===== config.mk =====
export PLATFORM = sky130hd
export DESIGN_NAME = uart_rx_cfg_flat
export DESIGN_NICKNAME = d
export VERILOG_FILES = /design/src/rtl/uart_pkg.sv /design/src/rtl/uart_rx_cfg_if.sv /design/src/rtl/uart_bit_sampler.sv /design/src/rtl/uart_rx_cfg.sv /design/src/flat_wrapper.sv
export SDC_FILE = /design/constraint.sdc
export NUM_CORES = 1
export LEC_CHECK = 0
export BUFFER_PORTS_ARGS = -buffer_cell sky130_fd_sc_hd__buf_2
export CAP_MARGIN = 20
export CORE_MARGIN = 5
export CORE_UTILIZATION = 30
export DETAILED_ROUTE_END_ITERATION = 7
export PLACE_DENSITY = 0.55
export SYNTH_ARGS = -nofsm -noshare
export SYNTH_HDL_FRONTEND = slang
export SYNTH_SLANG_ARGS = --single-unit

===== constraint.sdc =====
create_clock -name clk -period 2.55 [get_ports clk]
set_input_delay 0.51 -clock clk [delete_from_list [all_inputs] [get_ports clk]]
set_output_delay 0.51 -clock clk [all_outputs]
set_load 0.1 [all_outputs]

===== src/rtl/uart_pkg.sv =====
// Shared definitions for the configurable UART receiver: parity modes, FSM
// encoding and small bit-level helpers.
package uart_pkg;

  localparam int PAR_NONE = 0;
  localparam int PAR_ODD  = 1;
  localparam int PAR_EVEN = 2;

  typedef enum logic [2:0] {
    ST_IDLE   = 3'd0,
    ST_START  = 3'd1,
    ST_DATA   = 3'd2,
    ST_PARITY = 3'd3,
    ST_STOP   = 3'd4
  } rx_state_t;

  function automatic int cnt_width(input int period);
    if (period > 1) begin
      return $clog2(period);
    end else begin
      return 1;
    end
  endfunction

  function automatic logic maj3(input logic a, input logic b, input logic c);
    return (a & b) | (a & c) | (b & c);
  endfunction

  // Reduction XOR over a zero-extended data word (up to 9 bits)
  function automatic logic xor9(input logic [8:0] v);
    return ^v;
  endfunction

endpackage


===== src/rtl/uart_rx_cfg_if.sv =====
// Receiver-side bundle: serial line in, received word and status out.
interface uart_rx_cfg_if #(
  parameter int DATA_BITS = 8
);
  logic                 uart_rx;
  logic [DATA_BITS-1:0] rx_data;
  logic                 rx_valid;
  logic                 parity_err;
  logic                 frame_err;
  logic                 rx_busy;

  modport master (input uart_rx, output rx_data, rx_valid, parity_err, frame_err, rx_busy);
  modport slave  (output uart_rx, input rx_data, rx_valid, parity_err, frame_err, rx_busy);
endinterface


===== src/rtl/uart_bit_sampler.sv =====
// Line conditioning for one UART channel: synchroniser, falling-edge detect
// and a 3-sample majority vote driven by the parent's baud strobes.
module uart_bit_sampler
  import uart_pkg::*;
(
  input  logic clk,
  input  logic rst_n,
  input  logic uart_rx,
  input  logic smp_first,
  input  logic smp_second,
  output logic start_edge,
  output logic bit_val
);

  logic sync1_r, sync2_r, dly_r, smp_a_r, smp_b_r;

  // Flops reset to the idle-high level so reset release cannot fake a start
  always_ff @(posedge clk or negedge rst_n) begin
    if (!rst_n) begin
      sync1_r <= 1'b1;
      sync2_r <= 1'b1;
      dly_r   <= 1'b1;
      smp_a_r <= 1'b1;
      smp_b_r <= 1'b1;
    end else begin
      sync1_r <= uart_rx;
      sync2_r <= sync1_r;
      dly_r   <= sync2_r;
      if (smp_first) begin
        smp_a_r <= sync2_r;
      end
      if (smp_second) begin
        smp_b_r <= sync2_r;
      end
    end
  end

  assign start_edge = dly_r & ~sync2_r;
  // Third sample is the live synchronised value, so the vote is ready at C+1
  assign bit_val    = maj3(smp_a_r, smp_b_r, sync2_r);

endmodule


===== src/rtl/uart_rx_cfg.sv =====
// Parametrised UART receiver: configurable data width, parity and stop bits,
// majority-voted sampling and start-bit glitch rejection.
module uart_rx_cfg
  import uart_pkg::*;
#(
  parameter int CLK_FREQ  = 50000000,
  parameter int UART_BPS  = 115200,
  parameter int DATA_BITS = 8,
  parameter int PARITY    = 0,
  parameter int STOP_BITS = 1
) (
  input logic           clk,
  input logic           rst_n,
  uart_rx_cfg_if.master bus
);

  localparam int PERIOD = CLK_FREQ / UART_BPS;
  localparam int C      = PERIOD / 2;
  localparam int CNT_W  = cnt_width(PERIOD);

  rx_state_t            state_r;
  logic [CNT_W-1:0]     cnt_r;
  logic [3:0]           idx_r;
  logic [DATA_BITS-1:0] shift_r;
  logic                 par_bit_r, stop_bad_r;
  logic [DATA_BITS-1:0] data_r;
  logic                 valid_r, perr_r, ferr_r, busy_r;

  logic wrap_s, smp_a_s, smp_b_s, vote_s, start_edge_s, bit_val_s;
  logic par_xor_s, par_err_s;

  assign wrap_s  = (cnt_r == CNT_W'(PERIOD - 1));
  assign smp_a_s = (state_r != ST_IDLE) && (cnt_r == CNT_W'(C - 1));
  assign smp_b_s = (state_r != ST_IDLE) && (cnt_r == CNT_W'(C));
  assign vote_s  = (state_r != ST_IDLE) && (cnt_r == CNT_W'(C + 1));

  uart_bit_sampler u_sampler (
    .clk        (clk),
    .rst_n      (rst_n),
    .uart_rx    (bus.uart_rx),
    .smp_first  (smp_a_s),
    .smp_second (smp_b_s),
    .start_edge (start_edge_s),
    .bit_val    (bit_val_s)
  );

  assign par_xor_s = xor9(9'(shift_r)) ^ par_bit_r;

  // Parity verdict for the word currently held in the shift register
  always_comb begin
    par_err_s = 1'b0;
    case (PARITY)
      PAR_ODD:  par_err_s = ~par_xor_s;
      PAR_EVEN: par_err_s = par_xor_s;
      default:  par_err_s = 1'b0;
    endcase
  end

  // Frame FSM, baud counter and registered result outputs
  always_ff @(posedge clk or negedge rst_n) begin
    if (!rst_n) begin
      state_r    <= ST_IDLE;
      cnt_r      <= '0;
      idx_r      <= 4'd0;
      shift_r    <= '0;
      par_bit_r  <= 1'b0;
      stop_bad_r <= 1'b0;
      data_r     <= '0;
      valid_r    <= 1'b0;
      perr_r     <= 1'b0;
      ferr_r     <= 1'b0;
      busy_r     <= 1'b0;
    end else begin
      valid_r <= 1'b0;
      cnt_r   <= wrap_s ? '0 : cnt_r + CNT_W'(1);
      case (state_r)
        ST_IDLE: begin
          cnt_r      <= '0;
          idx_r      <= 4'd0;
          stop_bad_r <= 1'b0;
          if (start_edge_s) begin
            state_r <= ST_START;
            busy_r  <= 1'b1;
          end
        end
        ST_START: begin
          if (vote_s && bit_val_s) begin
            state_r <= ST_IDLE;
            busy_r  <= 1'b0;
          end else if (wrap_s) begin
            state_r <= ST_DATA;
          end
        end
        ST_DATA: begin
          if (vote_s) begin
            shift_r <= {bit_val_s, shift_r[DATA_BITS-1:1]};
          end
          if (wrap_s) begin
            if (idx_r == 4'(DATA_BITS - 1)) begin
              idx_r   <= 4'd0;
              state_r <= (PARITY != PAR_NONE) ? ST_PARITY : ST_STOP;
            end else begin
              idx_r <= idx_r + 4'd1;
            end
          end
        end
        ST_PARITY: begin
          if (vote_s) begin
            par_bit_r <= bit_val_s;
          end
          if (wrap_s) begin
            state_r <= ST_STOP;
          end
        end
        ST_STOP: begin
          // Leave on the last stop vote so a start edge half a bit later is seen
          if (vote_s) begin
            if (!bit_val_s) begin
              stop_bad_r <= 1'b1;
            end
            if (idx_r == 4'(STOP_BITS - 1)) begin
              state_r <= ST_IDLE;
              busy_r  <= 1'b0;
              valid_r <= 1'b1;
              data_r  <= shift_r;
              perr_r  <= par_err_s;
              ferr_r  <= stop_bad_r | ~bit_val_s;
            end
          end else if (wrap_s) begin
            idx_r <= idx_r + 4'd1;
          end
        end
        default: begin
          state_r <= ST_IDLE;
          busy_r  <= 1'b0;
        end
      endcase
    end
  end

  assign bus.rx_data    = data_r;
  assign bus.rx_valid   = valid_r;
  assign bus.parity_err = perr_r;
  assign bus.frame_err  = ferr_r;
  assign bus.rx_busy    = busy_r;

endmodule


===== src/flat_wrapper.sv =====
// flat-port wrapper written by rule: the top's interface ports become plain ports
module uart_rx_cfg_flat import uart_pkg::*;
#(
  parameter int CLK_FREQ  = 50000000,
  parameter int UART_BPS  = 115200,
  parameter int DATA_BITS = 8,
  parameter int PARITY    = 0,
  parameter int STOP_BITS = 1
)
  (clk, rst_n, bus_uart_rx, bus_rx_data, bus_rx_valid, bus_parity_err, bus_frame_err, bus_rx_busy);
  uart_rx_cfg_if #(.DATA_BITS(DATA_BITS)) bus_i ();
  input logic clk;
  input logic rst_n;
  input wire logic [$bits(bus_i.uart_rx)-1:0] bus_uart_rx;
  output wire logic [$bits(bus_i.rx_data)-1:0] bus_rx_data;
  output wire logic [$bits(bus_i.rx_valid)-1:0] bus_rx_valid;
  output wire logic [$bits(bus_i.parity_err)-1:0] bus_parity_err;
  output wire logic [$bits(bus_i.frame_err)-1:0] bus_frame_err;
  output wire logic [$bits(bus_i.rx_busy)-1:0] bus_rx_busy;
  assign bus_i.uart_rx = bus_uart_rx;
  assign bus_rx_data = bus_i.rx_data;
  assign bus_rx_valid = bus_i.rx_valid;
  assign bus_parity_err = bus_i.parity_err;
  assign bus_frame_err = bus_i.frame_err;
  assign bus_rx_busy = bus_i.rx_busy;
  uart_rx_cfg #(.CLK_FREQ(CLK_FREQ), .UART_BPS(UART_BPS), .DATA_BITS(DATA_BITS), .PARITY(PARITY), .STOP_BITS(STOP_BITS)) u_core (.clk(clk), .rst_n(rst_n), .bus(bus_i));
endmodule

# --- Word level (Yosys, flattened, before mapping) ---
# Cells that the tools add are included.
word_totals:
  reg_bits: 41
  input_bits: 3
  word_cells: 89
op_classes:
  addsub: 2
  n_eq_ne: 20
  n_mux: 27
  bitwise_logic: 10
  reduce_logical: 16
op_table:
  columns: ["cell", "count"]
  rows:
  - ["$eq A9 B8 Y1 const B", 3]
  - ["$mux W3", 8]
  - ["$mux W9", 2]
  - ["$mux W4", 4]
  - ["$ne A2 B1 Y1 const B", 8]
  - ["$pmux W3 S5", 1]
  - ["$pmux W4 S3", 1]
  - ["$add A9 B1 Y9 const B", 1]
  - ["$eq A9 B9 Y1 const B", 1]
  - ["$mux W1", 9]
  - ["$reduce_and A7 Y1", 1]
  - ["$eq A3 B2 Y1 const B", 2]
  - ["$reduce_and A3 Y1", 2]
  - ["$reduce_bool A3 Y1", 2]
  - ["$reduce_and A5 Y1", 1]
  - ["$add A4 B1 Y4 const B", 1]
  - ["$and A1 B1 Y1", 4]
  - ["$eq A4 B3 Y1 const B", 1]
  - ["$logic_and A1 B1 Y1", 4]
  - ["$logic_not A4 Y1", 1]
  - ["$ne A2 B2 Y1 const B", 2]
  - ["$pmux W1 S4", 1]
  - ["$reduce_and A4 Y1", 1]
  - ["$eq A3 B1 Y1 const B", 1]
  - ["9 further kinds", 13]

# --- Logic depth before layout (Yosys ltp) ---
# Gate-level depths: netlist of the first run.
depth:
  ltp_word: 6
  ltp_mapped: 7
  ltp_nobuf: 6

# --- By module ---
# A second synthesis of the first run with hierarchy kept.
hier_totals:
  hier_cells: 172
  hier_area_um2: 1968.1
modules_own_cells:
  columns: ["module", "instances", "cells_each", "area_each_um2", "seq_area_each_um2"]
  rows:
  - ["uart_rx_cfg", 1, 163, 1794.2, 900.9]
  - ["uart_bit_sampler", 1, 9, 173.9, 131.4]

# --- Worst setup path after synthesis of the first run ---
# Ideal clock, no wire load.
synth_timing:
  path_kind: "reg-to-reg"
  from: "register u_core.cnt_r[0]"
  to: "register u_core.ferr_r (netlist: u_core.bus.frame_err)"
  arrival_time_ns: 1.678
  t_required_ns: 2.424
  slack_ns: 0.746
  path_stages_with_launch: 8
  n_path_buf: 1
  path_cell_list: "dfrtp_1 > inv_1 > ha_1 > inv_1 > nor4_4 > and3_1 > buf_6 > mux2_4"
synth_via:
  elab_chain_len: 3
synth_rtl:
  columns: ["element", "line_no", "rtl"]
  rows:
  - ["from (decl)", "uart_rx_cfg.sv:22", "logic [CNT_W-1:0] cnt_r;"]
  - ["from (signal assigned)", "uart_rx_cfg.sv:75", "cnt_r <= wrap_s ? '0 : cnt_r + CNT_W'(1);"]
  - ["$eq A9 B8 Y1", "uart_rx_cfg.sv:35", "assign vote_s = (state_r != ST_IDLE) && (cnt_r == CNT_W'(C + 1));"]
  - ["$logic_and A1 B1 Y1", "uart_rx_cfg.sv:35", null]
  - ["$reduce_and A3 Y1 (no source line)", null, null]
  - ["to (signal assigned)", "uart_rx_cfg.sv:127", "ferr_r <= stop_bad_r | ~bit_val_s;"]
  - ["to (decl)", "uart_rx_cfg.sv:27", "logic valid_r, perr_r, ferr_r, busy_r;"]
# No other way between the ends.
# A chain may end at the register's enable or synchronous reset.

# --- Final worst setup path of the first run ---
layout_timing:
  from: "register u_core.cnt_r[0]"
  to: "register u_core.data_r[5] (netlist: u_core.bus.rx_data[5])"
layout_via:
  elab_chain_len: 3
layout_rtl:
  columns: ["element", "line_no", "rtl"]
  rows:
  - ["$eq A9 B8 Y1", "uart_rx_cfg.sv:35", null]
  - ["$logic_and A1 B1 Y1", "uart_rx_cfg.sv:35", null]
  - ["$reduce_and A3 Y1 (no source line)", null, null]
  - ["to (signal assigned)", "uart_rx_cfg.sv:125", "data_r <= shift_r;"]
  - ["to (decl)", "uart_rx_cfg.sv:26", "logic [DATA_BITS-1:0] data_r;"]
# No other way between the ends.

==> results by group, run 1 <==
Finish
  – FF/Latch Area: a little over 1000 um^2
  – Footprint of the multi-input gates: 867 um^2
  – Share of layout cells above drive strength 1: 0.311
  – # diodes: 0
  – FILL cells: 618
  – Layout area overhead: 13.0%
  – Commonest cells after routing, fill and taps aside: 36 x dfrtp_1, 13 x buf_2, 11 x nand2_1, 11 x nor2_1, 10 x mux2_2
  – Total Nets Final: about 190
  – Post-route insts no fill: 260
  – Most common cell after layout, fill and taps aside: dfrtp_1

Yosys
  – Synth Instances: around 170
  – EDFF count, synth: 0
  – Most used DFF post-synth: dfrtp_1
  – Yosys cell types: between 40 and 50
  – FFs w/ async S/R, synth: 1.00
  – Area of the mapped netlist: 1960 um^2
  – Syn Nets: 175
  – Syn_area_per_cell: 11.8 um^2
  – Sequential fraction of the synthesis area: 0.526
  – Ys Warns: 0
  – Synth Register Bits: 41

Route
  – Avg WL per Cell: approximately 13 um
  – Vias: around 1300
  – Final wirelength: between 3000 and 4000 um
  – Vias/cell: ~4.8
  – Post-route DRC: 0
  – DRT iter0 DRCs: 47
  – Number of detailed-route iterations in the first pass: 4
  – Antenna violation net count after detailed routing: 0

Worst hold path
  – WHS Path Cells: 1
  – Worst hold-check path type: input port to register
  – Hold path start: bus_uart_rx

STA
  – Crit path time final: ~2.0 ns
  – Final hold vios: 0
  – Worst Skew: approximately 0.01 ns
  – Achievable Freq: ~500 MHz
  – RSZ-0062 raised after global routing: no
  – Max Slew Vio Count: 0
  – Tcrit/Tclk final: 0.784
  – Worst Tran Pin Value: 0.903 ns
  – Setup TNS: 0 ns
  – # setup viols final: 0
  – Relative slew slack: 0.398

Global route
  – GRT overflow: 0
  – Pin count of the biggest net entering global routing: 42
  – Vias in the first global route: 1231
  – First-pass GRT wire length: between 6000 and 7000 um
  – Total Routing Usage GR: 0.0898
  – Initial antenna violation count: 0

Critical path
  – Arr. time, crit path: ~2.2 ns
  – CP most frequent cell: inv_1
  – Critical path cell sequence: inv_1, ha_1, inv_1, nor4_4, and3_1, buf_4, mux2_4
  – Crit path max fanout: 10
  – Worst EP required: between 2 and 3 ns
  – Worst setup SP type: register
  – RR Endpoint: u_core.bus.rx_data[5]$_DFFE_PN0P_
  – Reg2Reg Setup Slack: around 0.55 ns
  – Worst Reg-to-Reg Cells: 7
  – R2r startpoint: u_core.cnt_r[0]$_DFF_PN0_
  – Nature of the critical path endpoint: register
  – CP max stage delay: approximately 0.42 ns
  – Crit path to: u_core.bus.rx_data[5]$_DFFE_PN0P_
  – Critical path type: register to register
  – Cell at the slowest stage of the critical path: dfrtp_1
  – CP Launch Point: u_core.cnt_r[0]$_DFF_PN0_

Clock network
  – Total clock sinks: 41
  – Setup Fix Bufs, Post-CTS: 0
  – H-tree depth: 2
  – Post-CTS sizing: 0
  – Clk Tree Root Cell: clkbuf_8
  – CTS buffer count: 5
  – CTS tree: done
  – Clock Tree Buf Depth: 2
  – Worst-skew pair later-pin latency: around 0.30 ns
  – Cts hold-fix bufs: 0
  – CTS clk-pin slew, worst paths: 0.08 ns

Placed design
  – Post-DP HPWL: 2420 um
  – Port buffer count: 13
  – Placed cell count: ~250
  – Final GP Congestion: 0.773

Floorplan
  – Die Y: a little over 90 um
  – Ports: 15
  – Die Span X: 90.9 um
  – Rows: 29
  – Core ar.: around 6300 um^2
  – DIE AREA: just over 8000 um^2
  – Starting Density: 0.309

Job
  – Max Cap Viol: 0

Power
  – Power per Cell Area: 673 nW/um^2
  – Design Power: 1.49 mW
  – Lkg Pwr: 1.04 nW
  – Peak supply drop: ~0.54 mV

Status
  – Status: complete, no violations
cells by family (layout without fill, tap and decap cells):
family	count (synthesis)	after routing	share of synthesized area
simple gates	55	55	0.166
flops	41	41	0.526
compound gates	23	23	0.0727
mux	19	19	0.126
buf+inv	13	30	0.0319
fa+ha+maj	8	8	0.0485
xor+xnor	6	6	0.0268
other cells	1	1	0.00191
sequential cells by signal, summed over array words and instances, names as in the netlist, 3 cells and up:
register and flops:
u_core.state_r 3, u_core.cnt_r 9, u_core.bus.rx_data 8, u_core.shift_r 8, u_core.idx_r 4
power breakdown:
part	switching (mW)	leakage [nW]	total [mW]	internal, mW
combinational	0.125	0.441	0.200	0.0748
clock	0.241	0.0543	0.534	0.293
sequential	0.0609	0.540	0.758	0.697
how the worst min path moves through the flow:
stage                                               endpoint
after floorplan             u_core.bus.frame_err$_DFFE_PN0P_
after global placement    u_core.u_sampler.sync2_r$_DFF_PN1_
after detailed placement  u_core.u_sampler.sync2_r$_DFF_PN1_
after CTS                 u_core.u_sampler.sync1_r$_DFF_PN1_
after global routing      u_core.u_sampler.sync1_r$_DFF_PN1_
final                     u_core.u_sampler.sync1_r$_DFF_PN1_
routing by layer:
metal  global-route usage  routed length [um]
met5                    0                   0
met4               0.0513                  81
met3               0.0183                  74
met2                0.136                1600
met1                0.119                1720
metrics by stage:
stage | utilization | setup WS, ns | hold slack (ns) | cell area [um^2]
finish | 0.349 | 0.550 | 0.307 | 2220
CTS | 0.349 | 0.538 | 0.300 | 2220
global route | 0.349 | 0.443 | 0.305 | 2220
floorplan | - | 0.746 | 0.214 | 1960
detailed placement | 0.331 | 0.561 | 0.349 | 2100
global placement | 0.331 | 0.613 | 0.348 | 2100
cell type report:
cell class	count	area share
Sequential cell	41	0.466
Multi-Input combinational cell	112	0.391
Tap cell	77	0.0435
Timing Repair Buffer	15	0.0361
Clock buffer	5	0.0310
Clock inverter	3	0.0209
Inverter	7	0.0119
worst max-delay path, delay by kind of cell (launching register included):
kind / cells / cell delay, ns
and+or+nand+nor: 2 / 0.63
DFF: 1 / 0.42
buffers and inverters: 3 / 0.38
muxes: 1 / 0.32
adders and majority gates: 1 / 0.14
cell usage after synthesis, types with 2 or more instances:
master    count  area, um^2
xor2_1        2        17.5
buf_2         2        10.0
and4bb_2      2        25.0
o21ai_0       9        45.0
nor3_1        5        25.0
nand2_1      11        41.3
or3_1         2        12.5
nand2b_1      4        25.0
mux2_2       10         113
clkbuf_1      2        7.51
and3_1        2        12.5
a21oi_1       6        30.0
mux2_4        9         135
and2_1        2        12.5
xnor2_1       4        35.0
ha_1          6        75.1
nor2_1       11        41.3
dfrtp_1      36         901
nand3_1       6        30.0
inv_1         7        26.3
dfstp_2       5         131
maj3_1        2        20.0
a31o_2        2        17.5
Power figures use the tool's default switching activity.
==> run 2: changes to the inputs <==
- PLACE_DENSITY: 0.55 -> 0.56
- clock period: 2.55 -> 1.7 ns (I/O delays scaled with it)
==> results by group, run 2 (synthesis results as in run 1) <==
Finish
  – Share of layout cells above drive strength 1: 0.397 (+0.0856)
  – Layout area overhead: 22.2%
  – # diodes: 0 (unchanged)
  – Most common cell after layout, fill and taps aside: dfrtp_1
  – Max reg flops: 9 (unchanged)
  – Most flops, register: u_core.cnt_r
  – Design area: 2400 um^2 (+8.1%)
  – Total Nets Final: 212 (+11%)
  – Commonest cells after routing, fill and taps aside: 36 x dfrtp_1, 22 x buf_4, 13 x buf_2
  – Post-route insts no fill: 281 (+8.1%)

Placed design
  – Placed cell count: 269 (+6.7%)
  – Final GP Congestion: 0.805 (+4.1%)
  – DP Area: 2250 um^2 (+7.1%)
  – Port buffer count: 13 (unchanged)
  – Post-DP HPWL: 2670 um (+10%)

Critical path
  – Cell at the slowest stage of the critical path: dfrtp_1
  – Critical path type: register to register
  – Worst EP required: 1.87 ns (-0.86 ns)
  – Worst setup SP type: register
  – Worst Path Buf+Inv: 1 (-2)
  – Crit path max fanout: 5 (-5)
  – Nature of the critical path endpoint: register
  – CP max stage delay: 0.40 ns (-0.02 ns)
  – Critical path cell sequence: inv_2, ha_2, and4bb_2, nand4_1, maj3_1, o22a_1
  – Largest delay share family, worst path: adder cells
  – Arr. time, crit path: 1.86 ns (-0.32 ns)

STA
  – Achievable Freq: 591 MHz (+18%)
  – Worst Tran Pin Value: 0.515 ns (-0.388 ns)
  – Final hold vios: 0 (unchanged)
  – Relative slew slack: 0.657 (+0.259)
  – Crit path time final: 1.69 ns (-0.308 ns)
  – Worst Skew: 0.00947 ns (-0.000486 ns)
  – Setup TNS: 0 ns (unchanged)
  – RSZ-0062 raised after global routing: yes
  – # setup viols final: 0 (unchanged)
  – Max Slew Vio Count: 0 (unchanged)
  – Tcrit/Tclk final: 0.995 (+0.211)

Clock network
  – CTS clk-pin slew, worst paths: 0.08 ns (about the same)
  – Worst-skew pair later-pin latency: 0.29 ns (about the same)
  – H-tree depth: 2 (unchanged)
  – Total clock sinks: 41 (unchanged)
  – CTS buffer count: 5 (unchanged)
  – Clock Tree Buf Depth: 2 (unchanged)
  – CTS tree: done
  – Cts hold-fix bufs: 0 (unchanged)
  – Clk Tree Root Cell: clkbuf_8

Status
  – Status: complete, no violations

Power
  – Sequential power share: 0.490 (-0.018)
  – Lkg Pwr: 1.15 nW (+11%)
  – Power per Cell Area: 942 nW/um^2 (+40%)
  – Switching pwr: 0.646 mW (+51%)
  – Int Pwr: 1.61 mW (+52%)
  – Logic pwr share: 0.223 (+0.089)
  – Peak supply drop: 0.698 mV (+30%)
  – Sw frac: 0.286 (about the same)
  – Clk network pwr share: 0.286 (-0.072)

Route
  – Post-route DRC: 0 (unchanged)
  – Antenna violation net count after detailed routing: 0 (unchanged)
  – DRT iter0 DRCs: 35 (-26%)
  – Vias/cell: 4.65 (-3.3%)
  – Final wirelength: 3570 um (+2.7%)
  – Number of detailed-route iterations in the first pass: 4 (unchanged)
  – Avg WL per Cell: 12.7 um (-5.0%)
  – Vias: 1306 (+4.5%)

Job
  – Max Cap Viol: 0 (unchanged)

Global route
  – First-pass GRT wire length: 6330 um (+5.0%)
  – Vias in the first global route: 1318 (+7.1%)
  – GR peak layer: met2
  – Pin count of the biggest net entering global routing: 42 (unchanged)
  – GRT overflow: 0 (unchanged)
  – Total Routing Usage GR: 0.0942 (+0.00438)
  – Initial antenna violation count: 0 (unchanged)
  – Met1 Use GR: 0.130 (+0.0116)
  – M3 GR Usage: 0.0175 (-0.000833)
  – Met2 usage in global routing: 0.140 (+0.00424)

Floorplan
  – Core ar.: 6350 um^2 (unchanged)
  – Die Span X: 90.9 um (unchanged)
  – DIE AREA: 8260 um^2 (unchanged)
  – Rows: 29 (unchanged)
  – Ports: 15 (unchanged)
  – Die Y: 90.9 um (unchanged)
  – Starting Density: 0.309 (unchanged)

Worst hold path
  – Worst hold-check path type: input port to async pin
[run 2: cell types whose count changed in the layout (fill, tap and decap cells not counted), sizes merged]
cell / change
bufinv: -1
buf: +21
clkbuf: +2
clkinv: -1
[run 2: metal layers]
| layer | vias to the layer above | routed length, um |
|---|---|---|
| li1 | 660 | - |
| met1 | 627 | 1860 |
| met2 | 15 | 1570 |
| met3 | 4 | 66 |
| met4 | 0 | 78 |
| met5 | - | 0 |
[run 2: area by class of cell]
cell class	count	area [um^2]
clock inverter	1	7.51
sequential	41	1030
multi-input combinational	112	898
inverter	7	26.3
clock buffer	7	86.3
timing repair buffer	36	250
tap	77	96.3
fill	611	3950
[run 2: repair_timing]
item,in CTS,in global routing
endpoints found under the setup margin,2,21
setup buffers,2,2
pin swaps,1,1
gates resized for setup,1,6
gates cloned,0,0
[run 2: worst paths after layout]
path / from / to / slack (ns) / depth (start not counted)
max in group asynchronous: rst_n / u_core.u_sampler.sync1_r$_DFF_PN1_ / 1.22 / 2
min reg2reg: u_core.u_sampler.sync1_r$_DFF_PN1_ / u_core.u_sampler.sync2_r$_DFF_PN1_ / 0.35 / 0
max: u_core.cnt_r[1]$_DFF_PN0_ / u_core.idx_r[2]$_DFFE_PN0P_ / 0.009 / 6
min: rst_n / u_core.cnt_r[7]$_DFF_PN0_ / 0.09 / 2
max reg2reg: u_core.cnt_r[1]$_DFF_PN0_ / u_core.idx_r[2]$_DFFE_PN0P_ / 0.009 / 6
min in group clk: bus_uart_rx / u_core.u_sampler.sync1_r$_DFF_PN1_ / 0.15 / 1
[run 2: worst register-to-register path, stage by stage (launching register included)]
cell and delay [ns]:
dfrtp_1 0.40, inv_2 0.06, ha_2 0.18, and4bb_2 0.28, nand4_1 0.11, maj3_1 0.36, o22a_1 0.19
[run 2: per-stage QoR]
step | hold WS, ns | power [mW] | setup slack [ns] | util
after CTS | 0.114 | 2.24 | 0.00861 | 0.372
after detailed placement | 0.353 | 1.55 | -0.0216 | 0.354
after global placement | 0.347 | 1.55 | -0.0121 | 0.354
after floorplan | 0.0444 | 1.38 | -0.0347 | -
after global routing | 0.139 | 2.40 | -0.0706 | 0.378
final | 0.0937 | 2.26 | 0.00877 | 0.378
[run 2: power groups by stage]
stage	clock, mW	sequential, mW	combinational [mW]
detailed placement	0	1.13	0.422
finish	0.647	1.11	0.504
global route	0.717	1.11	0.570
global placement	0	1.13	0.424
floorplan	0	1.16	0.217
CTS	0.673	1.10	0.466
==> run 3: changes to the inputs <==
- ABC_AREA: unset -> 1
- CORE_UTILIZATION: 30 -> 45
- PLACE_DENSITY: 0.56 -> 0.74
- SYNTH_HIERARCHICAL: unset -> 1
==> results by group, run 3 <==
Status
  – Status: complete, no violations

Placed design
  – DP Area: 2230 um^2 (-0.72%)
  – Final GP Congestion: 0.889 (+11%)
  – Placed cell count: 307 (+14%)
  – Post-DP HPWL: 2480 um (-7.2%)
  – Port buffer count: 13 (unchanged)

Floorplan
  – Ports: 15 (unchanged)
  – DIE AREA: 6130 um^2 (-26%)
  – Die Span X: 78.3 um (-14%)
  – Core ar.: 4440 um^2 (-30%)
  – Starting Density: 0.473 (+0.164)
  – Die Y: 78.3 um (-14%)
  – Rows: 24 (-17%)

STA
  – # setup viols final: 0 (unchanged)
  – Worst Tran Pin Value: 0.506 ns (-0.00877 ns)
  – Crit path time final: 1.62 ns (-0.0762 ns)
  – Final hold vios: 0 (unchanged)
  – Worst Skew: 0.00629 ns (-0.00318 ns)
  – Hold_ws: 0.0912 ns (-0.00250 ns)
  – Tcrit/Tclk final: 0.950 (-0.0448)
  – Achievable Freq: 619 MHz (+4.7%)
  – Relative slew slack: 0.663 (+0.00585)
  – Max Slew Vio Count: 0 (unchanged)

Global route
  – GRT overflow: 0 (unchanged)
  – Vias in the first global route: 1389 (+5.4%)
  – First-pass GRT wire length: 6060 um (-4.3%)
  – Initial antenna violation count: 0 (unchanged)
  – Pin count of the biggest net entering global routing: 42 (unchanged)
  – Total Routing Usage GR: 0.123 (+0.0289)

Clock network
  – CTS tree: done
  – Clk Tree Root Cell: clkbuf_8
  – Total clock sinks: 41 (unchanged)
  – CTS buffer count: 5 (unchanged)
  – CTS clk-pin slew, worst paths: 0.08 ns (about the same)
  – H-tree depth: 2 (unchanged)
  – Clock Tree Buf Depth: 2 (unchanged)
  – Cts hold-fix bufs: 0 (unchanged)
  – Worst-skew pair later-pin latency: 0.29 ns (about the same)

Yosys
  – Count leader, synth: nand2_1
  – Most used DFF post-synth: dfrtp_1
  – Synth top area share: 0.429 (-0.0304)
  – Area of the mapped netlist: 2100 um^2 (+7.1%)
  – FFs w/ async S/R, synth: 1.00 (unchanged)
  – Syn Nets: 250 (+43%)
  – Ys Warns: 6 (+6)
  – Synth top area cells: dfrtp_1 43%, nand2_1 10%, o21ai_2 7.1%
  – Commonest cells in the netlist: 56 x nand2_1, 36 x dfrtp_1, 35 x inv_1
  – Sequential fraction of the synthesis area: 0.491 (-0.0348)
  – Area leader, netlist: dfrtp_1
  – Syn_area_per_cell: 8.72 um^2 (-26%)
  – Synth Instances: 241 (+45%)
  – Synth Register Bits: 41 (unchanged)
  – Yosys cell types: 29 (-31%)
  – EDFF count, synth: 0 (unchanged)

Critical path
  – Crit path max fanout: 5 (unchanged)
  – Arr. time, crit path: 1.80 ns (-0.06 ns)
  – Cell at the slowest stage of the critical path: dfrtp_1
  – Critical path cell sequence: inv_2, ha_4, nand2_2, nor2_4, nand3_4, nand2_4, nand2_4, nor2_4, nand3_2, nand2_1, nand2_1
  – Largest delay share family, worst path: simple AND/OR/NAND/NOR gates
  – Worst setup SP type: register
  – Critical path type: register to register
  – Nature of the critical path endpoint: register
  – CP max stage delay: 0.44 ns (+0.04 ns)
  – Worst Path Buf+Inv: 1 (unchanged)
  – Worst EP required: 1.89 ns (+0.02 ns)

Power
  – Sequential power share: 0.393 (-0.097)
  – Logic pwr share: 0.346 (+0.123)
  – Int Pwr: 1.87 mW (+16%)
  – Power per Cell Area: 1240 nW/um^2 (+31%)
  – Peak supply drop: 0.605 mV (-13%)
  – Design Power: 3.00 mW (+33%)
  – Switching pwr: 1.13 mW (+75%)
  – Lkg Pwr: 1.17 nW (+1.2%)
  – Clk network pwr share: 0.261 (-0.025)
  – Sw frac: 0.377 (+0.0914)

Route
  – Vias/cell: 4.79 (+3.1%)
  – DRT iter0 DRCs: 63 (+80%)
  – Final wirelength: 3580 um (+0.31%)
  – Post-route DRC: 0 (unchanged)
  – Antenna violation net count after detailed routing: 0 (unchanged)
  – Number of detailed-route iterations in the first pass: 5 (+1)
  – Avg WL per Cell: 11.2 um (-12%)
  – Vias: 1538 (+18%)

Finish
  – Total Nets Final: 277 (+31%)
  – Most common cell after layout, fill and taps aside: nand2_1
  – Post-route insts no fill: 321 (+14%)
  – Max reg flops: 9 (unchanged)
  – Layout area overhead: 15.5%
  – # diodes: 0 (unchanged)
  – Most flops, register: u_core/cnt_r
  – Commonest cells after routing, fill and taps aside: 55 x nand2_1, 36 x dfrtp_1, 34 x inv_1
  – Final Util: 0.546 (+0.169)
  – Share of layout cells above drive strength 1: 0.286 (-0.111)
  – FILL cells: 398 (-35%)
  – Design area: 2430 um^2 (+1.3%)

Job
  – Max Cap Viol: 0 (unchanged)

Worst hold path
  – Worst hold-check path type: input port to async pin
-- run 3: changes by cell type in the layout (fill, tap and decap cells not counted), sizes merged, moves of 7 or more --
cell / before / now
buf: 36 / 23
mux2: 19 / 0
nand2: 11 / 65
o21ai: 9 / 23
nor2: 11 / 28
nand3: 7 / 14
inv: 7 / 36
-- run 3: layout make-up --
type                    instances  area (um^2)  area share
flip-flops and latches         41         1030       0.425
clock buffers                   5         68.8      0.0284
repair buffers                 23          140      0.0577
clock inverters                 3         46.3      0.0191
well taps                      52         65.1      0.0268
inverters                      37          139      0.0572
multi-input cells             160          936       0.386
-- run 3: final timing paths --
path,depth (start not counted),startpoint,end,slack (ns)
min,2,rst_n,u_core/state_r[2]$_DFFE_PN0P_,0.09
max in group asynchronous,2,rst_n,u_core/u_sampler/smp_b_r$_DFFE_PN1P_,1.24
min reg2reg,0,u_core/u_sampler/sync1_r$_DFF_PN1_,u_core/u_sampler/sync2_r$_DFF_PN1_,0.36
max reg2reg,11,u_core/cnt_r[0]$_DFF_PN0_,u_core/state_r[1]$_DFFE_PN0P_,0.08
max,11,u_core/cnt_r[0]$_DFF_PN0_,u_core/state_r[1]$_DFFE_PN0P_,0.08
min in group clk,1,bus_uart_rx,u_core/u_sampler/sync1_r$_DFF_PN1_,0.14
-- run 3: cell families after synthesis --
kind of cell,after synthesis,share of synthesized area
xor gates and xnor gates,3,0.0125
DFF,41,0.491
and+or+nand+nor,122,0.282
adders and majority gates,6,0.0357
other,1,0.00179
buffers and inverters,40,0.0786
AOI/OAI and AO/OA,28,0.0983
-- run 3: per-layer routing --
metal  wire length (um)  global-route usage  up-vias
li1                   -                   -      807
met5                  0                   0        -
met2               1690               0.194       21
met1               1720               0.159      705
met3                130              0.0389        5
met4                 42              0.0455        0
-- run 3: worst reg2reg max path, delay by kind of cell, from the launching register on --
kind,cells,cell delay [ns]
fa+ha+maj,1,0.13
flops,1,0.44
buf+inv,1,0.11
simple gates,9,0.84
-- run 3: power by group through the flow --
stage	registers [mW]	logic [mW]	clock network, mW
after detailed placement	1.19	0.897	0
after global placement	1.19	0.893	0
after floorplan	1.26	0.624	0
final	1.18	1.04	0.785
after CTS	1.17	0.904	0.811
after global routing	1.19	1.16	0.854
-- run 3: repair_timing --
action,4_1_cts,5_1_grt
gates resized for setup,0,8
setup endpoints to repair,0,9
buffers inserted,0,6
-- run 3: per-stage QoR --
step / setup WS [ns] / setup TNS, ns
after global placement: 0.140 / 0
after CTS: 0.0863 / 0
after detailed placement: 0.107 / 0
after global routing: -0.0392 / -0.113
final: 0.0850 / 0
after floorplan: 0.218 / 0
